<file path="src/rtl/fetch_pkg.sv">
// fetch_pkg: shared types and widths for the instruction fetch block.
//   state_t    : fetch FSM states (IDLE, FETCH, HOLD)
//   INSTR_W    : instruction width handed to decode
//   ROM_DATA_W : ROM data bus width (only the low INSTR_W bits are used)
//   ADDR_W     : byte address / PC width
//   PC_STEP    : PC increment per fetched instruction
//   WAIT_W     : width of the ROM wait counter
package fetch_pkg;

  typedef enum logic [1:0] {
    IDLE  = 2'd0,
    FETCH = 2'd1,
    HOLD  = 2'd2
  } state_t;

  localparam int unsigned INSTR_W    = 32;
  localparam int unsigned ROM_DATA_W = 64;
  localparam int unsigned ADDR_W     = 32;
  localparam int unsigned WAIT_W     = 4;
  localparam logic [ADDR_W-1:0] PC_STEP = 32'd4;

endpackage

</file>
<file path="src/rtl/fetch_if.sv">
// fetch_if: bundles the fetch unit's control inputs, the instruction-ROM bus
// and the decode valid/ready handshake.
//   master : the fetch unit (drives ROM address/strobes and instr outputs)
//   slave  : the environment (datapath control, ROM and decode)
interface fetch_if;
  import fetch_pkg::*;

  logic                  enable;
  logic                  redirect;
  logic [ADDR_W-1:0]     redirect_pc;
  logic [ADDR_W-1:0]     rom_address;
  logic                  rom_chip_select;
  logic                  rom_output_enable;
  logic [ROM_DATA_W-1:0] rom_data;
  logic [INSTR_W-1:0]    instr;
  logic [ADDR_W-1:0]     instr_pc;
  logic                  instr_valid;
  logic                  instr_ready;

  modport master (
    input  enable, redirect, redirect_pc, rom_data, instr_ready,
    output rom_address, rom_chip_select, rom_output_enable,
           instr, instr_pc, instr_valid
  );

  modport slave (
    output enable, redirect, redirect_pc, rom_data, instr_ready,
    input  rom_address, rom_chip_select, rom_output_enable,
           instr, instr_pc, instr_valid
  );

endinterface

</file>
<file path="src/rtl/fetch_wait_counter.sv">
// fetch_wait_counter: ROM access wait counter.
//   clock, reset : clock and asynchronous active-high reset
//   load         : load load_val (takes priority over dec)
//   load_val     : value to load
//   dec          : decrement by one, saturating at zero
//   done         : counter is at 1, i.e. this edge is the sampling edge
module fetch_wait_counter
  import fetch_pkg::*;
(
  input  logic              clock,
  input  logic              reset,
  input  logic              load,
  input  logic [WAIT_W-1:0] load_val,
  input  logic              dec,
  output logic              done
);

  logic [WAIT_W-1:0] cnt;

  always_ff @(posedge clock or posedge reset) begin
    if (reset)                  cnt <= '0;
    else if (load)              cnt <= load_val;
    else if (dec && cnt != '0)  cnt <= cnt - 1'b1;
  end

  assign done = (cnt == WAIT_W'(1));

endmodule

</file>
<file path="src/rtl/instruction_fetch.sv">
// instruction_fetch: requester side of the instruction ROM.
// Holds the PC, strobes the ROM for ROM_WAIT cycles, captures the low word of
// rom_data and offers it to decode with its PC over valid/ready. A redirect
// reloads the PC and discards any in-flight or held instruction.
//   clock, reset : clock and asynchronous active-high reset
//   bus          : fetch_if.master (enable/redirect control, ROM bus, decode handshake)
//   RESET_PC     : PC after reset
//   ROM_WAIT     : cycles the ROM strobes are held before sampling (1..15)
module instruction_fetch
  import fetch_pkg::*;
#(
  parameter logic [ADDR_W-1:0] RESET_PC = 32'h0000_0000,
  parameter int unsigned       ROM_WAIT = 1
) (
  input  logic     clock,
  input  logic     reset,
  fetch_if.master  bus
);

  localparam logic [WAIT_W-1:0] WAIT_LD = WAIT_W'(ROM_WAIT);

  state_t             state, state_n;
  logic [ADDR_W-1:0]  pc;
  logic [INSTR_W-1:0] instr_q;
  logic [ADDR_W-1:0]  instr_pc_q;
  logic               valid_q;

  logic               cnt_load, cnt_dec, cnt_done;
  logic [WAIT_W-1:0]  cnt_val;
  logic               capture, handoff;

  // Upper half of the ROM word is not part of the instruction.
  logic unused_rom_hi;
  assign unused_rom_hi = ^bus.rom_data[ROM_DATA_W-1:INSTR_W];

  fetch_wait_counter u_wait (
    .clock    (clock),
    .reset    (reset),
    .load     (cnt_load),
    .load_val (cnt_val),
    .dec      (cnt_dec),
    .done     (cnt_done)
  );

  always_ff @(posedge clock or posedge reset) begin
    if (reset) state <= IDLE;
    else       state <= state_n;
  end

  // Redirect overrides everything: no capture and no handoff on that edge.
  always_comb begin
    state_n  = state;
    cnt_load = 1'b0;
    cnt_val  = WAIT_LD;
    cnt_dec  = 1'b0;
    capture  = 1'b0;
    handoff  = 1'b0;
    if (bus.redirect) begin
      cnt_load = 1'b1;
      if (bus.enable) begin
        state_n = FETCH;
      end else begin
        state_n = IDLE;
        cnt_val = '0;
      end
    end else begin
      case (state)
        IDLE: begin
          if (bus.enable) begin
            state_n  = FETCH;
            cnt_load = 1'b1;
          end
        end
        FETCH: begin
          cnt_dec = 1'b1;
          if (cnt_done) begin
            capture = 1'b1;
            state_n = HOLD;
          end
        end
        HOLD: begin
          if (bus.instr_ready) begin
            handoff = 1'b1;
            if (bus.enable) begin
              state_n  = FETCH;
              cnt_load = 1'b1;
            end else begin
              state_n = IDLE;
            end
          end
        end
        default: state_n = IDLE;
      endcase
    end
  end

  always_ff @(posedge clock or posedge reset) begin
    if (reset) begin
      pc         <= RESET_PC;
      instr_q    <= '0;
      instr_pc_q <= '0;
      valid_q    <= 1'b0;
    end else if (bus.redirect) begin
      pc      <= {bus.redirect_pc[ADDR_W-1:2], 2'b00};
      valid_q <= 1'b0;
    end else if (capture) begin
      instr_q    <= bus.rom_data[INSTR_W-1:0];
      instr_pc_q <= pc;
      pc         <= pc + PC_STEP;   // wraps silently at the top of the space
      valid_q    <= 1'b1;
    end else if (handoff) begin
      valid_q <= 1'b0;
    end
  end

  assign bus.rom_address       = pc;
  assign bus.rom_chip_select   = (state == FETCH);
  assign bus.rom_output_enable = (state == FETCH);
  assign bus.instr             = instr_q;
  assign bus.instr_pc          = instr_pc_q;
  assign bus.instr_valid       = valid_q;

endmodule
</file>
<file path="src/flat_wrapper.sv">
// flat-port wrapper written by rule: the top's interface ports become plain ports
module instruction_fetch_flat import fetch_pkg::*;
#(
  parameter logic [ADDR_W-1:0] RESET_PC = 32'h0000_0000,
  parameter int unsigned       ROM_WAIT = 1
)
  (clock, reset, bus_enable, bus_redirect, bus_redirect_pc, bus_rom_data, bus_instr_ready, bus_rom_address, bus_rom_chip_select, bus_rom_output_enable, bus_instr, bus_instr_pc, bus_instr_valid);
  fetch_if bus_i ();
  input  logic clock;
  input  logic reset;
  input wire logic [$bits(bus_i.enable)-1:0] bus_enable;
  input wire logic [$bits(bus_i.redirect)-1:0] bus_redirect;
  input wire logic [$bits(bus_i.redirect_pc)-1:0] bus_redirect_pc;
  input wire logic [$bits(bus_i.rom_data)-1:0] bus_rom_data;
  input wire logic [$bits(bus_i.instr_ready)-1:0] bus_instr_ready;
  output wire logic [$bits(bus_i.rom_address)-1:0] bus_rom_address;
  output wire logic [$bits(bus_i.rom_chip_select)-1:0] bus_rom_chip_select;
  output wire logic [$bits(bus_i.rom_output_enable)-1:0] bus_rom_output_enable;
  output wire logic [$bits(bus_i.instr)-1:0] bus_instr;
  output wire logic [$bits(bus_i.instr_pc)-1:0] bus_instr_pc;
  output wire logic [$bits(bus_i.instr_valid)-1:0] bus_instr_valid;
  assign bus_i.enable = bus_enable;
  assign bus_i.redirect = bus_redirect;
  assign bus_i.redirect_pc = bus_redirect_pc;
  assign bus_i.rom_data = bus_rom_data;
  assign bus_i.instr_ready = bus_instr_ready;
  assign bus_rom_address = bus_i.rom_address;
  assign bus_rom_chip_select = bus_i.rom_chip_select;
  assign bus_rom_output_enable = bus_i.rom_output_enable;
  assign bus_instr = bus_i.instr;
  assign bus_instr_pc = bus_i.instr_pc;
  assign bus_instr_valid = bus_i.instr_valid;
  instruction_fetch #(.RESET_PC(RESET_PC), .ROM_WAIT(ROM_WAIT)) u_core (.clock(clock), .reset(reset), .bus(bus_i));
endmodule
</file>
<file path="config.mk">
export PLATFORM = sky130hd
export DESIGN_NAME = instruction_fetch_flat
export DESIGN_NICKNAME = d
export VERILOG_FILES = /design/src/rtl/fetch_pkg.sv /design/src/rtl/fetch_if.sv /design/src/rtl/fetch_wait_counter.sv /design/src/rtl/instruction_fetch.sv /design/src/flat_wrapper.sv
export SDC_FILE = /design/constraint.sdc
export NUM_CORES = 1
export LEC_CHECK = 0
export CELL_PAD_IN_SITES_DETAIL_PLACEMENT = 1
export CELL_PAD_IN_SITES_GLOBAL_PLACEMENT = 1
export CORE_MARGIN = 8
export CORE_UTILIZATION = 25
export CTS_BUF_LIST = sky130_fd_sc_hd__clkbuf_4
export DETAILED_ROUTE_END_ITERATION = 10
export PLACE_DENSITY_LB_ADDON = 0.1
export SLEW_MARGIN = 15
export SYNTH_ARGS = -nofsm -noshare
export SYNTH_HDL_FRONTEND = slang
export SYNTH_SLANG_ARGS = --single-unit
</file>
<file path="constraint.sdc">
create_clock -name clock -period 4.4 [get_ports clock]
set_clock_uncertainty 0.05 [all_clocks]
set_input_delay 1.1 -clock clock [delete_from_list [all_inputs] [get_ports clock]]
set_output_delay 1.1 -clock clock [all_outputs]
set_load 0.05 [all_outputs]
</file>
* After elaboration in Yosys (flattened, before gate mapping)
Cells that the tools add are included.
** Storage, ports and cells
- Output and inout bits :: 99
- Word-level logic and storage cells :: 50
- Register bits :: 103
- Input port bits :: 101
** Operators by class
- Multiplexer cells :: 27
- Reductions and logical operators :: 8
- $add $sub $neg :: 2
- Bitwise operators :: 1
- Equality and inequality tests :: 6
** Operators with widths (number)
- 32-bit two-way mux :: 2
- 32-bit by 3-bit adder with 32-bit output (second input constant) :: 1
- 1-bit two-way mux :: 16
- 4-bit two-way mux :: 3
- 2-bit two-way mux :: 4
- 3-bit != test (second input constant) :: 2
- 2-bit one-hot mux with 3 select lines :: 1
- 4-bit by 1-bit equality test with 1-bit output (second input constant) :: 1
- 2-bit nonzero test :: 2
- 4-bit nonzero test :: 1
- 4-bit by 1-bit subtractor with 4-bit output (second input constant) :: 1
- 3-bit by 2-bit != test with 1-bit output (second input constant) :: 1
- 3-bit AND reduction :: 1
- 3-bit nonzero test :: 1
- 2-bit by 1-bit equality test with 1-bit output (second input constant) :: 1
- 2-bit equality test (second input constant) :: 1
- 2-bit zero test :: 1
- 1-bit one-hot mux with 2 select lines :: 1
- 2-bit AND reduction :: 1
- 1-bit logical AND :: 1
- 1-bit inverter :: 1

* Longest topological paths before layout
Gate-level depths: netlist of run 1.
- Word-level depth :: 6
- Mapped depth :: 7
- Depth with buffers taken out :: 6

* Cells and area by module
Synthesis of run 1 repeated with hierarchy kept, for this count alone.
** Unflattened totals
- Cells, all modules :: 396
- Area total of the unflattened synthesis :: 4624.4 sq um
** By module, submodules not included
- instruction_fetch :: area each 4337.9 sq um, cells an instance 366, times used 1, sequential area each 2377.3 sq um
- fetch_wait_counter :: area each 286.5 sq um, cells an instance 30, times used 1, sequential area each 100.1 sq um

* Worst setup path after synthesis of run 1
No wires, ideal clock.
- Path type :: flip-flop to output port
- From :: reg u_core.state[1]
- To :: out bus_rom_output_enable
- Data arrival time :: 1.439 ns
- Data required time :: 3.250 ns
- Path buffers :: 2
- Slack :: 1.811 ns
- Stages on the path, launching flop included :: 4
- Path through :: dfrtp_1 -> nor2b_1 -> clkbuf_1 -> buf_4
** On the way
- Longest elaborated chain between the ends :: 1
** Ends and longest elaborated chain
- start, declared :: line instruction_fetch.sv:22 : state_t state, state_n;
- start signal, assigned :: line instruction_fetch.sv:47 : else state <= state_n;
- 2-bit by 1-bit equality test with 1-bit output
- end, declared :: line flat_wrapper.sv:18 : output wire logic [$bits(bus_i.rom_output_enable)-1:0] bus_rom_output_enable;
Every way passes these cells.

* Final worst setup path of run 1
- From :: reg u_core.state[1]
- To :: out bus_rom_output_enable
** On the way
- Longest elaborated chain between the ends :: 1
** Ends and longest elaborated chain
- 2-bit by 1-bit equality test with 1-bit output :: line instruction_fetch.sv:118 : assign bus.rom_output_enable = (state == FETCH);
Every way passes these cells.

==> impl_metrics.yaml, run 1 <==
run_status:
  status: "finished, final reports clean"
die:
  die-width_um: 151
  dieArea_mm2: 0.0229
  fp.coreArea_mm2: 0.0180
  initial_utilization: 0.255
  rows: 49
  io_pins: 200
  fp.dieH_um: 151
grt:
  globalRoute.totalOverflow: 0
  grt_pass1_wl_um: 23700
  grt_usage: 0.136
  grt_max_degree: 52
  grt_pass1_vias: 4100
  antenna_found_initial: 1
place:
  portBuffers: 161
  dp_slack_ps: 1270
  gp_congestion: 0.737
  placed_area_mm2: 0.00645
  dp_hpwl_um: 11100
clocking:
  clk-insertion-delay-late_ps: 470
  cts_root_buf: "clkbuf_4"
  cts.hold.buffers_added: 0
  clock_path_buffers: 2
  cts_tree: "done"
  postCtsSetupRepairBufs: 0
  cts_inserted_buffers: 9
  cts.sinks: 99
  cts.repair.resized: 0
  ctsHtreeMaxLevel: 3
  clkSlewWorstSetupHoldPaths_ps: 150
worst_hold_path:
  min_delay_worst_endpoint: "u_core.bus.instr_pc[26]"
  hold_class: "reg -> reg"
  hold_depth: 2
  hold_start: "u_core.bus.instr_pc[26]"
logic_synthesis:
  yosysWarnings: 0
  ys_seq_elements: 99
  async_reset_ff_frac: 1.00
  synth_cell_types: 44
  synthCells: 414
  synth_edf_count: 0
  avgSynthCellArea_um2: 11.1
  synth_area_mm2: 0.00458
  ys_seq_area_frac: 0.541
  synth_top_flop_cell: "dfrtp_1"
route:
  postRouteAntennaNets: 0
  drc: 0
  routed_wl_um: 15200
  firstDrtPassIters: 4
  vias_per_cell: 4.70
  vias: 3781
  wire_per_inst_um: 18.9
  first_iter_violations: 142
power_and_ir_drop:
  p_per_area_mw_per_mm2: 627
  ir_drop_mv: 0.318
  p_leak_nw: 2.60
sta:
  max-slew-margin-rel: 0.394
  fin_setup_tns_ps: 0
  fin_crit_sh: 0.738
  finalMaxSlewViolations: 0
  grt_setup_unrepaired: "no"
  min_period_ps: 3250
  setup_slack_ps: 1150
  fmax_ghz: 0.308
  worst_slew_pin_slew_ps: 901
  final-hold-violation-count: 0
  finalSetupViolations: 0
worst_setup_path:
  critPathLaunchType: "flop"
  r2r-start: "u_core.bus.rom_address[8]"
  worst_r2r_endpoint: "u_core.bus.rom_address[31]"
  cp_max_fo: 9
  end_kind: "output pin"
  crit_required_ps: 3250
  critical_path_class: "reg -> out"
  arrival_ps: 2100
  r2r_slack_ps: 1700
  r2r.worst_path.cells: 4
final_layout:
  final_cell_area_mm2: 0.00655
  postLayoutCoreUtil: 0.365
  drive_gt1_frac: 0.145
  layout_commonest_cell: "clkdlybuf4s50_1"
  layout-area-overhead-vs-synth_pct: 43.1
  finalNetCount: 674
  mostFrequentLayoutCells: "clkdlybuf4s50_1 (161), dfrtp_1 (99), mux2_2 (55), nand2_1 (41), o21ai_0 (23)"
run:
  maxCapViolCount: 0
## sequential cells by signal, summed over array words and instances, names as in the netlist
signal and flops:
u_core.u_wait.cnt 4, u_core.bus.rom_address 30, u_core.state 2, u_core.bus.instr_pc 30, u_core.bus.instr_valid 1, u_core.bus.instr 32
## cells by family after synthesis
logic type / Yosys count / synth area share
adder cells (fa/ha/maj): 3 / 0.00820
buffers and inverters: 39 / 0.0377
AO/OA/AOI/OAI: 61 / 0.0847
AND/OR/NAND/NOR: 144 / 0.169
multiplexers: 57 / 0.140
other: 1 / 0.000819
flip-flops: 99 / 0.541
XOR/XNOR: 10 / 0.0191
## layout make-up
type,instances,area [um2]
fillers,1990,11400
flip-flops and latches,99,2480
multi-input cells,279,1950
repair buffers,169,1680
well taps,229,287
clock buffers,11,82.6
inverters,12,47.5
clock inverters,4,18.8
diodes,1,2.50
## metal layers
layer  wire, um  global-route usage  part of all wire
met5          0                   0                 0
met1       6440               0.164              0.42
met2       7430               0.225              0.49
met3       1110              0.0412             0.073
met4        229              0.0500             0.015
## critical path, cell delays in order (launching register included)
cell and delay, ps:
dfrtp_1 490, nor2b_1 140, buf_4 190, clkdlybuf4s50_1 830
## cell usage after synthesis (4+ instances only)
| master | count | area [um2] |
|---|---|---|
| inv_1 | 12 | 45.0 |
| nand2_1 | 41 | 154 |
| buf_4 | 5 | 37.5 |
| xor2_1 | 4 | 35.0 |
| and4_1 | 4 | 35.0 |
| nor3_1 | 4 | 20.0 |
| nor4_1 | 5 | 31.3 |
| nand4_1 | 14 | 87.6 |
| nand3_1 | 18 | 90.1 |
| a21oi_1 | 4 | 20.0 |
| or3_1 | 5 | 31.3 |
| o31ai_1 | 10 | 75.1 |
| xnor2_1 | 6 | 52.6 |
| clkbuf_1 | 20 | 75.1 |
| nor2_1 | 21 | 78.8 |
| mux2_2 | 55 | 619 |
| o21ai_0 | 23 | 115 |
| a31oi_1 | 11 | 68.8 |
| or4_1 | 14 | 105 |
| nor2b_1 | 5 | 31.3 |
| nand3b_1 | 4 | 30.0 |
| dfrtp_1 | 99 | 2480 |
## report_power, final
| part | total [W] | switching, W | internal [W] |
|---|---|---|---|
| registers | 0.00141 | 0.000195 | 0.00121 |
| clock network | 0.000431 | 0.000308 | 0.000122 |
| logic | 0.00227 | 0.00147 | 0.000806 |
## metrics by stage
step / power, W / hold WS (ps) / cells
4_1_cts: 0.00420 / 465 / 803
3_3_place_gp: 0.00370 / 422 / 788
2_1_floorplan: 0.00287 / 510 / 417
6_report: 0.00411 / 461 / 804
5_1_grt: 0.00434 / 497 / 804
3_5_place_dp: 0.00374 / 430 / 788
## worst max path at each step
stage / startpoint / endpoint
finish: u_core.state[1] / bus_rom_output_enable
global route: u_core.state[1] / bus_rom_output_enable
CTS: u_core.state[1] / bus_rom_output_enable
detailed placement: bus_redirect / u_core.bus.instr[11]
global placement: bus_redirect / u_core.bus.instr[0]
floorplan: reset / u_core.bus.instr[0]
(Power assumes the default switching activity.)
==> run 2: changes to the inputs <==
clock period = 2.8 ns   (was 4.4 ns; I/O delays follow)
==> impl_metrics.yaml, run 2 (synthesis gave the netlist of run 1 again) <==
clocking:
  clk-insertion-delay-late_ps: 470
  cts_inserted_buffers: 9
  cts.repair.resized: 0
  cts_tree: "done"
  cts.hold.buffers_added: 0
  clkSlewWorstSetupHoldPaths_ps: 160
  cts.sinks: 99
  ctsHtreeMaxLevel: 3
  postCtsSetupRepairBufs: 0
  cts_root_buf: "clkbuf_4"
  clock_path_buffers: 2
grt:
  antenna_found_initial: 0
  grt_max_degree: 56
  grt_usage: 0.139
  grt_pass1_wl_um: 24400
  globalRoute.totalOverflow: 0
  grt_pass1_vias: 4277
place:
  portBuffers: 161
  placed_area_mm2: 0.00652
  dp_slack_ps: 310
  post-place-cells: 795
  gp_congestion: 0.745
  dp_hpwl_um: 11700
final_layout:
  final_cell_area_mm2: 0.00668
  largest_register_ffs: 32
  drive_gt1_frac: 0.160
  insertedDiodeCount: 0
  layout_commonest_cell: "clkdlybuf4s50_1"
  stdcell_count: 811
  finalNetCount: 681
  layout-area-overhead-vs-synth_pct: 45.9
  mostFrequentLayoutCells: "clkdlybuf4s50_1 (159), dfrtp_1 (99), mux2_2 (55), nand2_1 (41), o21ai_0 (23)"
route:
  drc: 0
  wire_per_inst_um: 19.0
  routed_wl_um: 15400
  vias: 3855
  firstDrtPassIters: 4
  vias_per_cell: 4.75
  first_iter_violations: 137
  postRouteAntennaNets: 0
sta:
  grt_setup_unrepaired: "no"
  fmax_ghz: 0.382
  fin_setup_tns_ps: 0
  finalSetupViolations: 0
  fin_crit_sh: 0.935
  finalMaxSlewViolations: 0
  final-hold-violation-count: 0
  min_period_ps: 2620
  setup_slack_ps: 181
  worst_slew_pin_slew_ps: 565
  max-slew-margin-rel: 0.622
power_and_ir_drop:
  p_comb_frac: 0.538
  switching_power_w: 0.00315
  sw_frac_of_total: 0.471
  p_seq_frac: 0.330
  p_per_area_mw_per_mm2: 1000
  p_leak_nw: 2.65
  p_int_w: 0.00354
  p_clk_frac: 0.132
  ir_drop_mv: 0.582
worst_setup_path:
  r2r_slack_ps: 410
  slowest_stage: "clkdlybuf4s50_1"
  crit_cells: 1
  cp_max_fo: 7
  end_kind: "output pin"
  critical-path-max-stage-delay_ps: 890
  worst_r2r_endpoint: "u_core.bus.rom_address[22]"
  crit_buf_inv: 1
  crit_required_ps: 2050
  r2r.worst_path.cells: 4
  critical_path_class: "reg -> out"
  arrival_ps: 1870
  r2r-start: "u_core.u_wait.cnt[2]"
  path_delay_family: "buffers and inverters"
  cp_cell_sequence: "clkdlybuf4s50_1"
  critPathLaunchType: "flop"
worst_hold_path:
  hold_class: "reg -> reg"
  hold_start: "u_core.bus.instr_pc[30]"
  min_delay_worst_endpoint: "u_core.bus.instr_pc[30]"
  hold_depth: 2
die:
  die-width_um: 151
  io_pins: 200
  initial_utilization: 0.255
  fp.coreArea_mm2: 0.0180
  rows: 49
  fp.dieH_um: 151
  dieArea_mm2: 0.0229
run:
  maxCapViolCount: 0
run_status:
  status: "finished, final reports clean"
==> run 2: power groups by stage <==
stage                     clock [W]  combinational (W)  sequential [W]
after floorplan                   0           0.000628         0.00389
after global placement            0            0.00361         0.00221
after detailed placement          0            0.00365         0.00225
after CTS                  0.000931            0.00366         0.00222
after global routing       0.000981            0.00376         0.00229
final                      0.000884            0.00360         0.00221
==> run 2: layout make-up <==
cell class                 count  area (um2)
timing repair buffer         176        1760
inverter                      12        48.8
fill                        1966       11300
sequential                    99        2480
multi-input combinational    279        1950
clock inverter                 7        92.6
clock buffer                   9        67.6
tap                          229         287
==> run 2: metal layers <==
metal	track usage	vias to the layer above	share of wire
li1	-	1821	-
met1	0.166	1927	0.42
met2	0.237	96	0.50
met3	0.0362	11	0.068
met4	0.0460	0	0.012
met5	0	-	0
==> run 2: worst max path at each step <==
stage,from,to,slack [ps]
6_report,u_core.bus.rom_address[27],bus_rom_address[27],180
5_1_grt,u_core.bus.rom_address[11],bus_rom_address[11],90
4_1_cts,u_core.bus.rom_address[15],bus_rom_address[15],100
3_5_place_dp,bus_redirect,u_core.u_wait.cnt[1],310
3_3_place_gp,bus_redirect,u_core.u_wait.cnt[1],360
2_1_floorplan,u_core.bus.rom_address[11],u_core.bus.rom_address[31],440
==> run 2: metrics by stage <==
step | util | total power [W] | hold slack [ps]
after floorplan | - | 0.00451 | 510
after global placement | 0.363 | 0.00583 | 421
after detailed placement | 0.363 | 0.00590 | 425
after CTS | 0.372 | 0.00681 | 460
after global routing | 0.372 | 0.00703 | 492
final | 0.372 | 0.00669 | 454
==> run 3: changes to the inputs <==
SLEW_MARGIN = 20   (was 15)
==> results of run 3 <==
No change in the layout: final DEF, timing and power equal those of run 2.
